<file path="src/rtl/ps2_arrow_tracker.sv">
// Tracks the held state of the four PS/2 set-2 arrow keys from a raw byte stream and flags each make/break.
// Latency: levels and events are registered and appear one cycle after the final byte is strobed.
// Backpressure: none; every strobed byte is consumed the cycle it arrives.
module ps2_arrow_tracker #(
    parameter logic [7:0] LEFT_CODE       = 8'h6B,
    parameter logic [7:0] DOWN_CODE       = 8'h72,
    parameter logic [7:0] RIGHT_CODE      = 8'h74,
    parameter logic [7:0] UP_CODE         = 8'h75,
    parameter int         TIMEOUT_CYCLES  = 1000,
    parameter bit         SUPPRESS_REPEAT = 1'b1
) (
    input  logic       clk,
    input  logic       areset_n,
    input  logic [7:0] byte_in,
    input  logic       byte_valid,
    output logic       left,
    output logic       down,
    output logic       right,
    output logic       up,
    output logic       key_event,
    output logic [1:0] key_id,
    output logic       key_make,
    output logic       timeout_err
);

    localparam int            CW       = (TIMEOUT_CYCLES > 2) ? $clog2(TIMEOUT_CYCLES) : 1;
    localparam logic [CW-1:0] CNT_LAST = CW'(TIMEOUT_CYCLES - 1);
    localparam logic [7:0]    PFX_EXT  = 8'hE0;
    localparam logic [7:0]    PFX_BRK  = 8'hF0;

    typedef enum logic [1:0] {IDLE, EXT, BRK, EXT_BRK} state_t;

    state_t        state, state_nxt;
    logic [CW-1:0] cnt, cnt_nxt;
    logic [3:0]    held, held_nxt;     // bit index matches key_id encoding
    logic          evt_nxt, make_nxt, to_nxt;
    logic [1:0]    id_nxt;
    logic          arrow_hit;
    logic [1:0]    arrow_id;

    always_comb begin
        arrow_hit = 1'b1;
        arrow_id  = 2'd0;
        case (byte_in)
            LEFT_CODE:  arrow_id = 2'd0;
            DOWN_CODE:  arrow_id = 2'd1;
            RIGHT_CODE: arrow_id = 2'd2;
            UP_CODE:    arrow_id = 2'd3;
            default:    arrow_hit = 1'b0;
        endcase
    end

    always_comb begin
        state_nxt = state;
        cnt_nxt   = cnt;
        held_nxt  = held;
        evt_nxt   = 1'b0;
        to_nxt    = 1'b0;
        id_nxt    = key_id;
        make_nxt  = key_make;
        if (byte_valid) begin
            cnt_nxt = '0;
            if (byte_in == PFX_EXT) begin
                state_nxt = EXT;
            end else if (byte_in == PFX_BRK) begin
                state_nxt = (state == EXT || state == EXT_BRK) ? EXT_BRK : BRK;
            end else begin
                state_nxt = IDLE;
                if (arrow_hit && state == EXT) begin
                    held_nxt[arrow_id] = 1'b1;
                    if (!(SUPPRESS_REPEAT && held[arrow_id])) begin
                        evt_nxt  = 1'b1;
                        id_nxt   = arrow_id;
                        make_nxt = 1'b1;
                    end
                end else if (arrow_hit && state == EXT_BRK) begin
                    held_nxt[arrow_id] = 1'b0;
                    evt_nxt  = 1'b1;
                    id_nxt   = arrow_id;
                    make_nxt = 1'b0;
                end
            end
        end else if (state != IDLE) begin
            // A stalled prefix is abandoned; held levels are deliberately left alone.
            if (cnt == CNT_LAST) begin
                state_nxt = IDLE;
                cnt_nxt   = '0;
                to_nxt    = 1'b1;
            end else begin
                cnt_nxt = cnt + CW'(1);
            end
        end else begin
            cnt_nxt = '0;
        end
    end

    always_ff @(posedge clk or negedge areset_n) begin
        if (!areset_n) begin
            state       <= IDLE;
            cnt         <= '0;
            held        <= '0;
            key_event   <= 1'b0;
            key_id      <= 2'd0;
            key_make    <= 1'b0;
            timeout_err <= 1'b0;
        end else begin
            state       <= state_nxt;
            cnt         <= cnt_nxt;
            held        <= held_nxt;
            key_event   <= evt_nxt;
            key_id      <= id_nxt;
            key_make    <= make_nxt;
            timeout_err <= to_nxt;
        end
    end

    assign left  = held[0];
    assign down  = held[1];
    assign right = held[2];
    assign up    = held[3];

endmodule

</file>
<file path="config.mk">
export PLATFORM = sky130hd
export DESIGN_NAME = ps2_arrow_tracker
export DESIGN_NICKNAME = d
export VERILOG_FILES = /design/src/rtl/ps2_arrow_tracker.sv
export SDC_FILE = /design/constraint.sdc
export NUM_CORES = 1
export LEC_CHECK = 0
export ABC_AREA = 1
export BUFFER_PORTS_ARGS = -buffer_cell sky130_fd_sc_hd__buf_2
export CAP_MARGIN = 20
export CORE_AREA = 2 2 54 56
export DETAILED_ROUTE_END_ITERATION = 7
export DIE_AREA = 0 0 56 58
export GPL_TIMING_DRIVEN = 0
export PLACE_DENSITY_LB_ADDON = 0.25
export SETUP_SLACK_MARGIN = 0.1
export SYNTH_ARGS = -nofsm -noshare
export SYNTH_HDL_FRONTEND = slang
export SYNTH_SLANG_ARGS = --single-unit
</file>
<file path="constraint.sdc">
create_clock -name clk -period 3.9 [get_ports clk]
set_input_delay 1.17 -clock clk [delete_from_list [all_inputs] [get_ports clk]]
set_output_delay 1.17 -clock clk [all_outputs]
set_load 0.02 [all_outputs]
</file>
==> impl_metrics.sql, run 1 <==
INSERT INTO impl_metrics (metric_group, metric, value, unit) VALUES
('timing', 'finalSetupTns', '0', 'ns'),
('clocking', 'clock_sinks', '21', ''),
('synth', 'postSynthCellCount', '153', ''),
('synth', 'netlist_area', '1160', 'um^2'),
('global_routing', 'grt_start_max_net_pins', '22', ''),
('synth', 'synth_largest_type_area_fraction', '45.31', '%'),
('layout', 'final_design_area_no_fill', '1320', 'um^2'),
('power', 'netSwitchingFraction', '23.05', '%'),
('timing', 'fin_worst_skew', '0.003462', 'ns'),
('clocking', 'cts_tree', 'done', ''),
('timing', 'rsz0062_at_grt', 'no', ''),
('power', 'intPower', '0.0002649', 'W'),
('routing', 'totalWireLength', '2.187', 'mm'),
('worst_setup_path', 'worstRegToRegCells', '6', ''),
('synth', 'synthesis.area_per_instance', '7.581', 'um^2'),
('power', 'power_switching', '0.00007934', 'W'),
('worst_setup_path', 'crit_buf_inv', '1', ''),
('layout', 'syn_to_final_growth', '13.81', '%'),
('power', 'sequential_cell_fraction_of_total_power', '63.3', '%'),
('worst_setup_path', 'cp_max_fo', '3', ''),
('timing', 'final-hold-violation-count', '0', ''),
('routing', 'first_iter_violations', '49', ''),
('global_routing', 'groute.layer.met3.usage', '3.348', '%'),
('synth', 'ys_top_cells_by_area', 'sky130_fd_sc_hd__dfrtp_1 (45%), sky130_fd_sc_hd__nand2_1 (12%), sky130_fd_sc_hd__inv_1 (7.8%), sky130_fd_sc_hd__nor2_1 (6.8%), sky130_fd_sc_hd__nand3_1 (3.9%)', ''),
('worst_setup_path', 'setup.worst_path.class', 'register to output port', ''),
('clocking', 'clock_tree.root_cell', 'sky130_fd_sc_hd__clkbuf_4', ''),
('placement', 'dp_hpwl', '1.699', 'mm'),
('layout', 'drive_above_1_share', '19.89', '%'),
('routing', 'drc_errors', '0', ''),
('clocking', 'worst_skew_pair.late_latency', '0.30', 'ns'),
('synth', 'count_of_distinct_cell_types_in_the_synthesized_netlist', '23', ''),
('timing', 'tightestPinTransition', '0.4546', 'ns'),
('synth', 'ys_seq_area_share', '45.31', '%'),
('min_path', 'holdCritPathClass', 'register to register', ''),
('timing', 'maxSlewViolCount', '0', ''),
('global_routing', 'globalRoute.totalOverflow', '0', ''),
('timing', 'fmax', '486.3', 'MHz'),
('routing', 'drt-wirelength-per-cell', '10.57', 'um'),
('timing', 'period_needed', '2.056', 'ns'),
('power', 'power-per-cell-area', '260.8', 'nW/um^2'),
('min_path', 'hold_path_startpoint', 'cnt[0]', ''),
('worst_setup_path', 'critical_path.startpoint_type', 'register', ''),
('worst_setup_path', 'worst-r2r-setup-slack', '2.47', 'ns'),
('layout', 'layout.cells.most_common', 'sky130_fd_sc_hd__nand2_1', ''),
('worst_setup_path', 'count_of_cell_instances_traversed_by_the_critical_path', '1', ''),
('job', 'timing.max_cap.violations', '0', ''),
('power', 'power.share.combinational', '6.9', '%'),
('timing', 'setup_viol', '0', ''),
('timing', 'min_period_over_period', '52.73', '%'),
('clocking', 'cts.htree.levels', '1', ''),
('synth', 'synth-seq-cells', '21', ''),
('die', 'floorplan.initialDensity', '43.56', '%'),
('global_routing', 'number_of_global_route_vias_before_repair', '1032', ''),
('synth', 'synthesis.yosys.warnings', '0', ''),
('layout', 'layout.nets', '189', ''),
('worst_setup_path', 'worst_setup_path_end_kind', 'output port', ''),
('synth', 'syn_nets', '165', ''),
('power', 'power_leakage', '0.7127', 'nW'),
('global_routing', 'antenna_found_initial', '0', ''),
('worst_setup_path', 'path_delay_family', 'flip-flops', ''),
('layout', 'insertedDiodeCount', '0', ''),
('routing', 'drt_pass1_iterations', '4', ''),
('clocking', 'cts_repair_resize_count', '0', ''),
('routing', 'num_vias', '1018', ''),
('timing', 'slew-limit-headroom', '69.69', '%'),
('die', 'floorplan.io_pins', '20', ''),
('global_routing', 'use_met2', '29.58', '%'),
('die', 'floorplan.die_area', '3248', 'um^2'),
('outcome', 'outcome', 'completed', ''),
('clocking', 'cts.hold.buffers_added', '0', ''),
('worst_setup_path', 'regToRegEndpoint', 'cnt[7]', '');
==> worst max-delay path by stage <==
stage,from,end,slack (ns)
finish,register,left,1.84
global placement,byte_in[3],register,1.61
global route,register,up,1.79
detailed placement,byte_in[3],register,1.59
floorplan,byte_in[7],register,1.82
CTS,register,left,1.83
==> power by group through the flow <==
stage | sequential [W] | clock [W] | combinational (W)
CTS | 0.000218 | 0.000110 | 0.0000242
finish | 0.000218 | 0.000103 | 0.0000237
global placement | 0.000222 | 0 | 0.0000230
floorplan | 0.000222 | 0 | 0.0000107
global route | 0.000218 | 0.000119 | 0.0000274
detailed placement | 0.000222 | 0 | 0.0000242
==> layer usage <==
layer / part of all wire, % / up-vias
met5: 0 / -
met4: 1.2 / 0
met3: 3.4 / 4
met2: 51 / 23
met1: 44 / 461
li1: - / 530
==> cells by family (layout without fill, tap and decap cells) <==
group                      after synthesis  after routing  synth area share (%)
and+or+nand+nor                         95             95                 39.38
adders and majority gates                1              1                 1.079
buffers and inverters                   24             47                 7.767
xor gates and xnor gates                 3              3                 2.266
AOI/OAI and AO/OA                        9              9                 4.207
DFF                                     21             21                 45.31
==> synthesized netlist by cell type, drive strengths merged <==
| library cell | n |
|---|---|
| nand2 | 45 |
| nor2 | 25 |
| inv | 24 |
| dfrtp | 21 |
| nand3 | 10 |
| nor3 | 9 |
| o21ai | 6 |
| nand4 | 3 |
| xor2 | 3 |
| nor4 | 2 |
| a21oi | 1 |
| a31oi | 1 |
| and3 | 1 |
| ha | 1 |
| o21a | 1 |
==> cell type report <==
| class | instances | area (um^2) |
|---|---|---|
| Clock buffer | 4 | 26.28 |
| Fill cell | 259 | 1343 |
| Inverter | 24 | 90.09 |
| Multi-Input combinational cell | 108 | 544.3 |
| Sequential cell | 21 | 525.5 |
| Tap cell | 31 | 38.79 |
| Timing Repair Buffer | 19 | 95.09 |
==> metrics by stage <==
| step | total power (W) | setup slack [ns] | cells | hold slack [ns] | util, % |
|---|---|---|---|---|---|
| floorplan | 0.0002329 | 1.823 | 153 | 0.4251 | - |
| global placement | 0.0002451 | 1.608 | 203 | 0.4383 | 48.59 |
| detailed placement | 0.0002463 | 1.590 | 203 | 0.4477 | 48.59 |
| CTS | 0.0003523 | 1.828 | 207 | 0.4641 | 49.58 |
| global route | 0.0003642 | 1.794 | 207 | 0.4902 | 49.58 |
| finish | 0.0003442 | 1.844 | 207 | 0.4607 | 49.58 |
Note: power is estimated with default switching activity, not from simulation.
==> run 2, diff against run 1 <==
--- a/config.mk
+++ b/config.mk
@@ -5,12 +5,12 @@
 export SDC_FILE = /design/constraint.sdc
 export NUM_CORES = 1
 export LEC_CHECK = 0
-export ABC_AREA = 1
+export ABC_AREA = 0
 export BUFFER_PORTS_ARGS = -buffer_cell sky130_fd_sc_hd__buf_2
 export CAP_MARGIN = 20
-export CORE_AREA = 2 2 54 56
+export CORE_AREA = 2 2 53 55
 export DETAILED_ROUTE_END_ITERATION = 7
-export DIE_AREA = 0 0 56 58
+export DIE_AREA = 0 0 55 57
 export GPL_TIMING_DRIVEN = 0
 export PLACE_DENSITY_LB_ADDON = 0.25
 export SETUP_SLACK_MARGIN = 0.1
==> constraint.sdc (replaced) <==
create_clock -name clk -period 1.7 [get_ports clk]
set_input_delay 0.51 -clock clk [delete_from_list [all_inputs] [get_ports clk]]
set_output_delay 0.51 -clock clk [all_outputs]
set_load 0.02 [all_outputs]
==> run 2 against run 1 <==
  * The flow now finishes with violations (setup timing)
  * Synthesized cell count down 29%
  * Flip-flop and latch count unchanged
  * Global-route usage down 0.90 points
  * Die area down 3.5%
  * Utilization up 0.71 points
  * Worst setup slack worse by 2.0 ns
  * Worst hold slack worse by 0.31 ns
  * Cell count down 20%
  * Design area down 0.38%
  * First-iteration DRC count down 88%
  * Routed wire length down 6.7%
  * Highest routed layer unchanged
==> impl_metrics.sql, run 2 <==
INSERT INTO impl_metrics (metric_group, metric, value, unit) VALUES
('worst_setup_path', 'regToRegEndpoint', 'key_id[1]', ''),
('clocking', 'cts.htree.levels', '1', ''),
('clocking', 'worst_skew_pair.late_latency', '0.29', 'ns'),
('worst_setup_path', 'setup.worst_path.class', 'primary input to register', ''),
('synth', 'post_synth_edffs', '0', ''),
('global_routing', 'gr-max-usage-layer', 'met2', ''),
('synth', 'synth_largest_area_cell', 'sky130_fd_sc_hd__dfrtp_1', ''),
('synth', 'synthesis.yosys.warnings', '0', ''),
('worst_setup_path', 'worstRegToRegCells', '5', ''),
('placement', 'dp.cells', '157', ''),
('placement', 'gp_routability_congestion', '0.7670', ''),
('global_routing', 'grt_pass1_wl', '3.401', 'mm'),
('routing', 'first_iter_violations', '6', ''),
('global_routing', 'antenna_found_initial', '0', ''),
('timing', 'tightestPinTransition', '0.4635', 'ns'),
('layout', 'final_core_util', '50.29', '%'),
('worst_setup_path', 'worst_setup_path_end_kind', 'register', ''),
('outcome', 'outcome', 'finished with violations', ''),
('clocking', 'clock_tree.root_cell', 'sky130_fd_sc_hd__clkbuf_4', ''),
('synth', 'count_of_distinct_cell_types_in_the_synthesized_netlist', '37', ''),
('die', 'floorplan.die_area', '3135', 'um^2'),
('routing', 'drt_pass1_iterations', '3', ''),
('synth', 'synth_flop_cell', 'sky130_fd_sc_hd__dfrtp_1', ''),
('routing', 'totalWireLength', '2.041', 'mm'),
('power', 'fin_total_pwr', '0.0007899', 'W'),
('worst_setup_path', 'cp_max_fo', '3', ''),
('routing', 'ant_nets', '0', ''),
('synth', 'ys_top_cells_by_area', 'sky130_fd_sc_hd__dfrtp_1 (48%), sky130_fd_sc_hd__nor2_1 (6.9%), sky130_fd_sc_hd__xnor2_1 (4.8%), sky130_fd_sc_hd__mux2_2 (3.1%), sky130_fd_sc_hd__nand4_1 (2.9%)', ''),
('job', 'timing.max_cap.violations', '0', ''),
('die', 'core', '2615', 'um^2'),
('synth', 'ys_seq_area_share', '48.28', '%'),
('clocking', 'clockBufferDepth', '2', ''),
('routing', 'drc_errors', '0', ''),
('die', 'floorplan.initialDensity', '41.63', '%'),
('layout', 'layout.nets', '147', ''),
('global_routing', 'use_met2', '26.70', '%'),
('die', 'placementRows', '19', ''),
('power', 'power.ir.vdd_worst', '0.3950', 'mV'),
('global_routing', 'grt_util_all_layers', '15.03', '%'),
('die', 'die-width', '55', 'um'),
('placement', 'buffer_ports.inserted', '18', ''),
('timing', 'fin_hold_ws', '0.1484', 'ns'),
('placement', 'dp_hpwl', '1.554', 'mm'),
('layout', 'insertedDiodeCount', '0', ''),
('layout', 'most-common-layout-cells', 'sky130_fd_sc_hd__dfrtp_1 (21), sky130_fd_sc_hd__nor2_1 (20), sky130_fd_sc_hd__buf_2 (16)', ''),
('layout', 'layout.cells.non_filler', '165', ''),
('clocking', 'cts.reportedPaths.clkPinSlew', '0.11', 'ns'),
('die', 'die_height', '57', 'um'),
('power', 'power-per-cell-area', '600.7', 'nW/um^2'),
('clocking', 'cts.hold.buffers_added', '0', ''),
('global_routing', 'globalRoute.totalOverflow', '0', ''),
('timing', 'fin_worst_skew', '0.001586', 'ns'),
('outcome', 'violations', 'setup timing', ''),
('timing', 'final-hold-violation-count', '0', ''),
('power', 'power_leakage', '0.5974', 'nW'),
('timing', 'setup_viol', '2', ''),
('synth', 'netlist_area', '1089', 'um^2'),
('clocking', 'cts_inserted_buffers', '3', ''),
('synth', 'syn_nets', '120', ''),
('layout', 'syn_to_final_growth', '20.80', '%'),
('timing', 'rsz0062_at_grt', 'yes', ''),
('timing', 'finalSetupTns', '-0.2445', 'ns'),
('synth', 'ys_top_cells_by_count', 'sky130_fd_sc_hd__dfrtp_1 (21), sky130_fd_sc_hd__nor2_1 (20), sky130_fd_sc_hd__xnor2_1 (6)', ''),
('synth', 'synthesis.area_per_instance', '10.08', 'um^2'),
('timing', 'maxSlewViolCount', '0', ''),
('global_routing', 'groute.layer.met3.usage', '2.356', '%'),
('timing', 'slew-limit-headroom', '69.10', '%'),
('clocking', 'clock_sinks', '21', ''),
('synth', 'synth_largest_type_area_fraction', '48.28', '%'),
('worst_setup_path', 'timing.critical_path.arrival', '2.02', 'ns'),
('timing', 'period_needed', '1.824', 'ns'),
('routing', 'via_per_inst', '5.218', ''),
('worst_setup_path', 'critical_path.startpoint_type', 'primary input', ''),
('min_path', 'holdCritPathClass', 'primary input to asynchronous set/reset pin', ''),
('timing', 'finalWorstSetupSlack', '-0.1243', 'ns'),
('routing', 'drt-wirelength-per-cell', '12.37', 'um'),
('layout', 'layout.cells.most_common', 'sky130_fd_sc_hd__dfrtp_1', ''),
('synth', 'postSynthCellCount', '108', ''),
('timing', 'fmax', '548.2', 'MHz'),
('die', 'floorplan.io_pins', '20', ''),
('global_routing', 'use_met1', '17.30', '%'),
('global_routing', 'number_of_global_route_vias_before_repair', '820', ''),
('worst_setup_path', 'timing.critical_path.to', 'key_id[1]', ''),
('synth', 'post-synth-top-count-cell', 'sky130_fd_sc_hd__dfrtp_1', ''),
('global_routing', 'grt_start_max_net_pins', '22', ''),
('worst_setup_path', 'worst-r2r-setup-slack', '0.05', 'ns'),
('layout', 'drive_above_1_share', '32.09', '%'),
('timing', 'min_period_over_period', '107.3', '%'),
('worst_setup_path', 'worstSetupStartpoint', 'byte_in[0]', ''),
('synth', 'synth-seq-cells', '21', ''),
('routing', 'num_vias', '861', ''),
('worst_setup_path', 'cp.required', '1.89', 'ns'),
('clocking', 'cts_tree', 'done', ''),
('synth', 'synth_async_sr_flop_share', '100.0', '%');
[run 2: metal layers]
metal | routed length [um] | up-vias
met5 | 0 | -
met4 | 17 | 0
met3 | 96 | 2
met2 | 1069 | 14
met1 | 858 | 413
li1 | - | 432
[run 2: timing repair]
item / CTS / global route
buffers inserted: 4 / 1
resized for setup: 6 / 2
hold endpoints to repair: 0 / 0
pin swaps: 4 / 4
setup endpoints to repair: 4 / 14
[run 2: metrics by stage]
step,worst slack (ns),cell area (um^2)
finish,-0.1243,1315
global route,-0.1666,1315
CTS,-0.1931,1299
detailed placement,-0.5648,1221
global placement,-0.5202,1221
floorplan,-0.4062,1092
[run 2: cell families (layout without fill, tap and decap cells)]
logic type               count (synthesis)  in the layout  share of synthesized area [%]
AND/OR/NAND/NOR                         51             51                          25.06
multiplexers                             5              5                          5.172
adder cells (fa/ha/maj)                  1              1                          1.149
XOR/XNOR                                 8              8                          6.437
flip-flops                              21             21                          48.28
AO/OA/AOI/OAI                           15             15                          10.81
buffers and inverters                    7             33                          3.103
[run 2: final cells by class]
class	instances	area [um^2]
plain buffers	1	15.01
clock buffers	3	22.52
clock inverters	1	5.005
fillers	257	1300
inverters	5	18.77
multi-input cells	80	549.3
flip-flops and latches	21	525.5
well taps	31	38.79
repair buffers	23	140.1
[run 2: worst min path at each step]
stage	depth (start not counted)	start	end	slack, ns
floorplan	0	areset_n	asynchronous set/reset pin	0.21
global route	1	areset_n	cnt[0]	0.17
global placement	1	cnt[0]	cnt[0]	0.45
CTS	1	areset_n	asynchronous set/reset pin	0.15
detailed placement	1	cnt[0]	cnt[0]	0.46
finish	1	areset_n	asynchronous set/reset pin	0.15
[run 2: power by group]
part	switching [W]	internal, W	leakage, nW
logic	0.0000342	0.0000285	0.286
clock network	0.000140	0.0000876	0.0177
registers	0.000000374	0.000500	0.293
[run 2: critical path: stages]
cell,delay [ns]
sky130_fd_sc_hd__buf_8,0.09
sky130_fd_sc_hd__or3b_4,0.38
sky130_fd_sc_hd__a2111o_1,0.40
sky130_fd_sc_hd__a22oi_2,0.21
sky130_fd_sc_hd__o21ai_2,0.11
sky130_fd_sc_hd__mux2_4,0.31
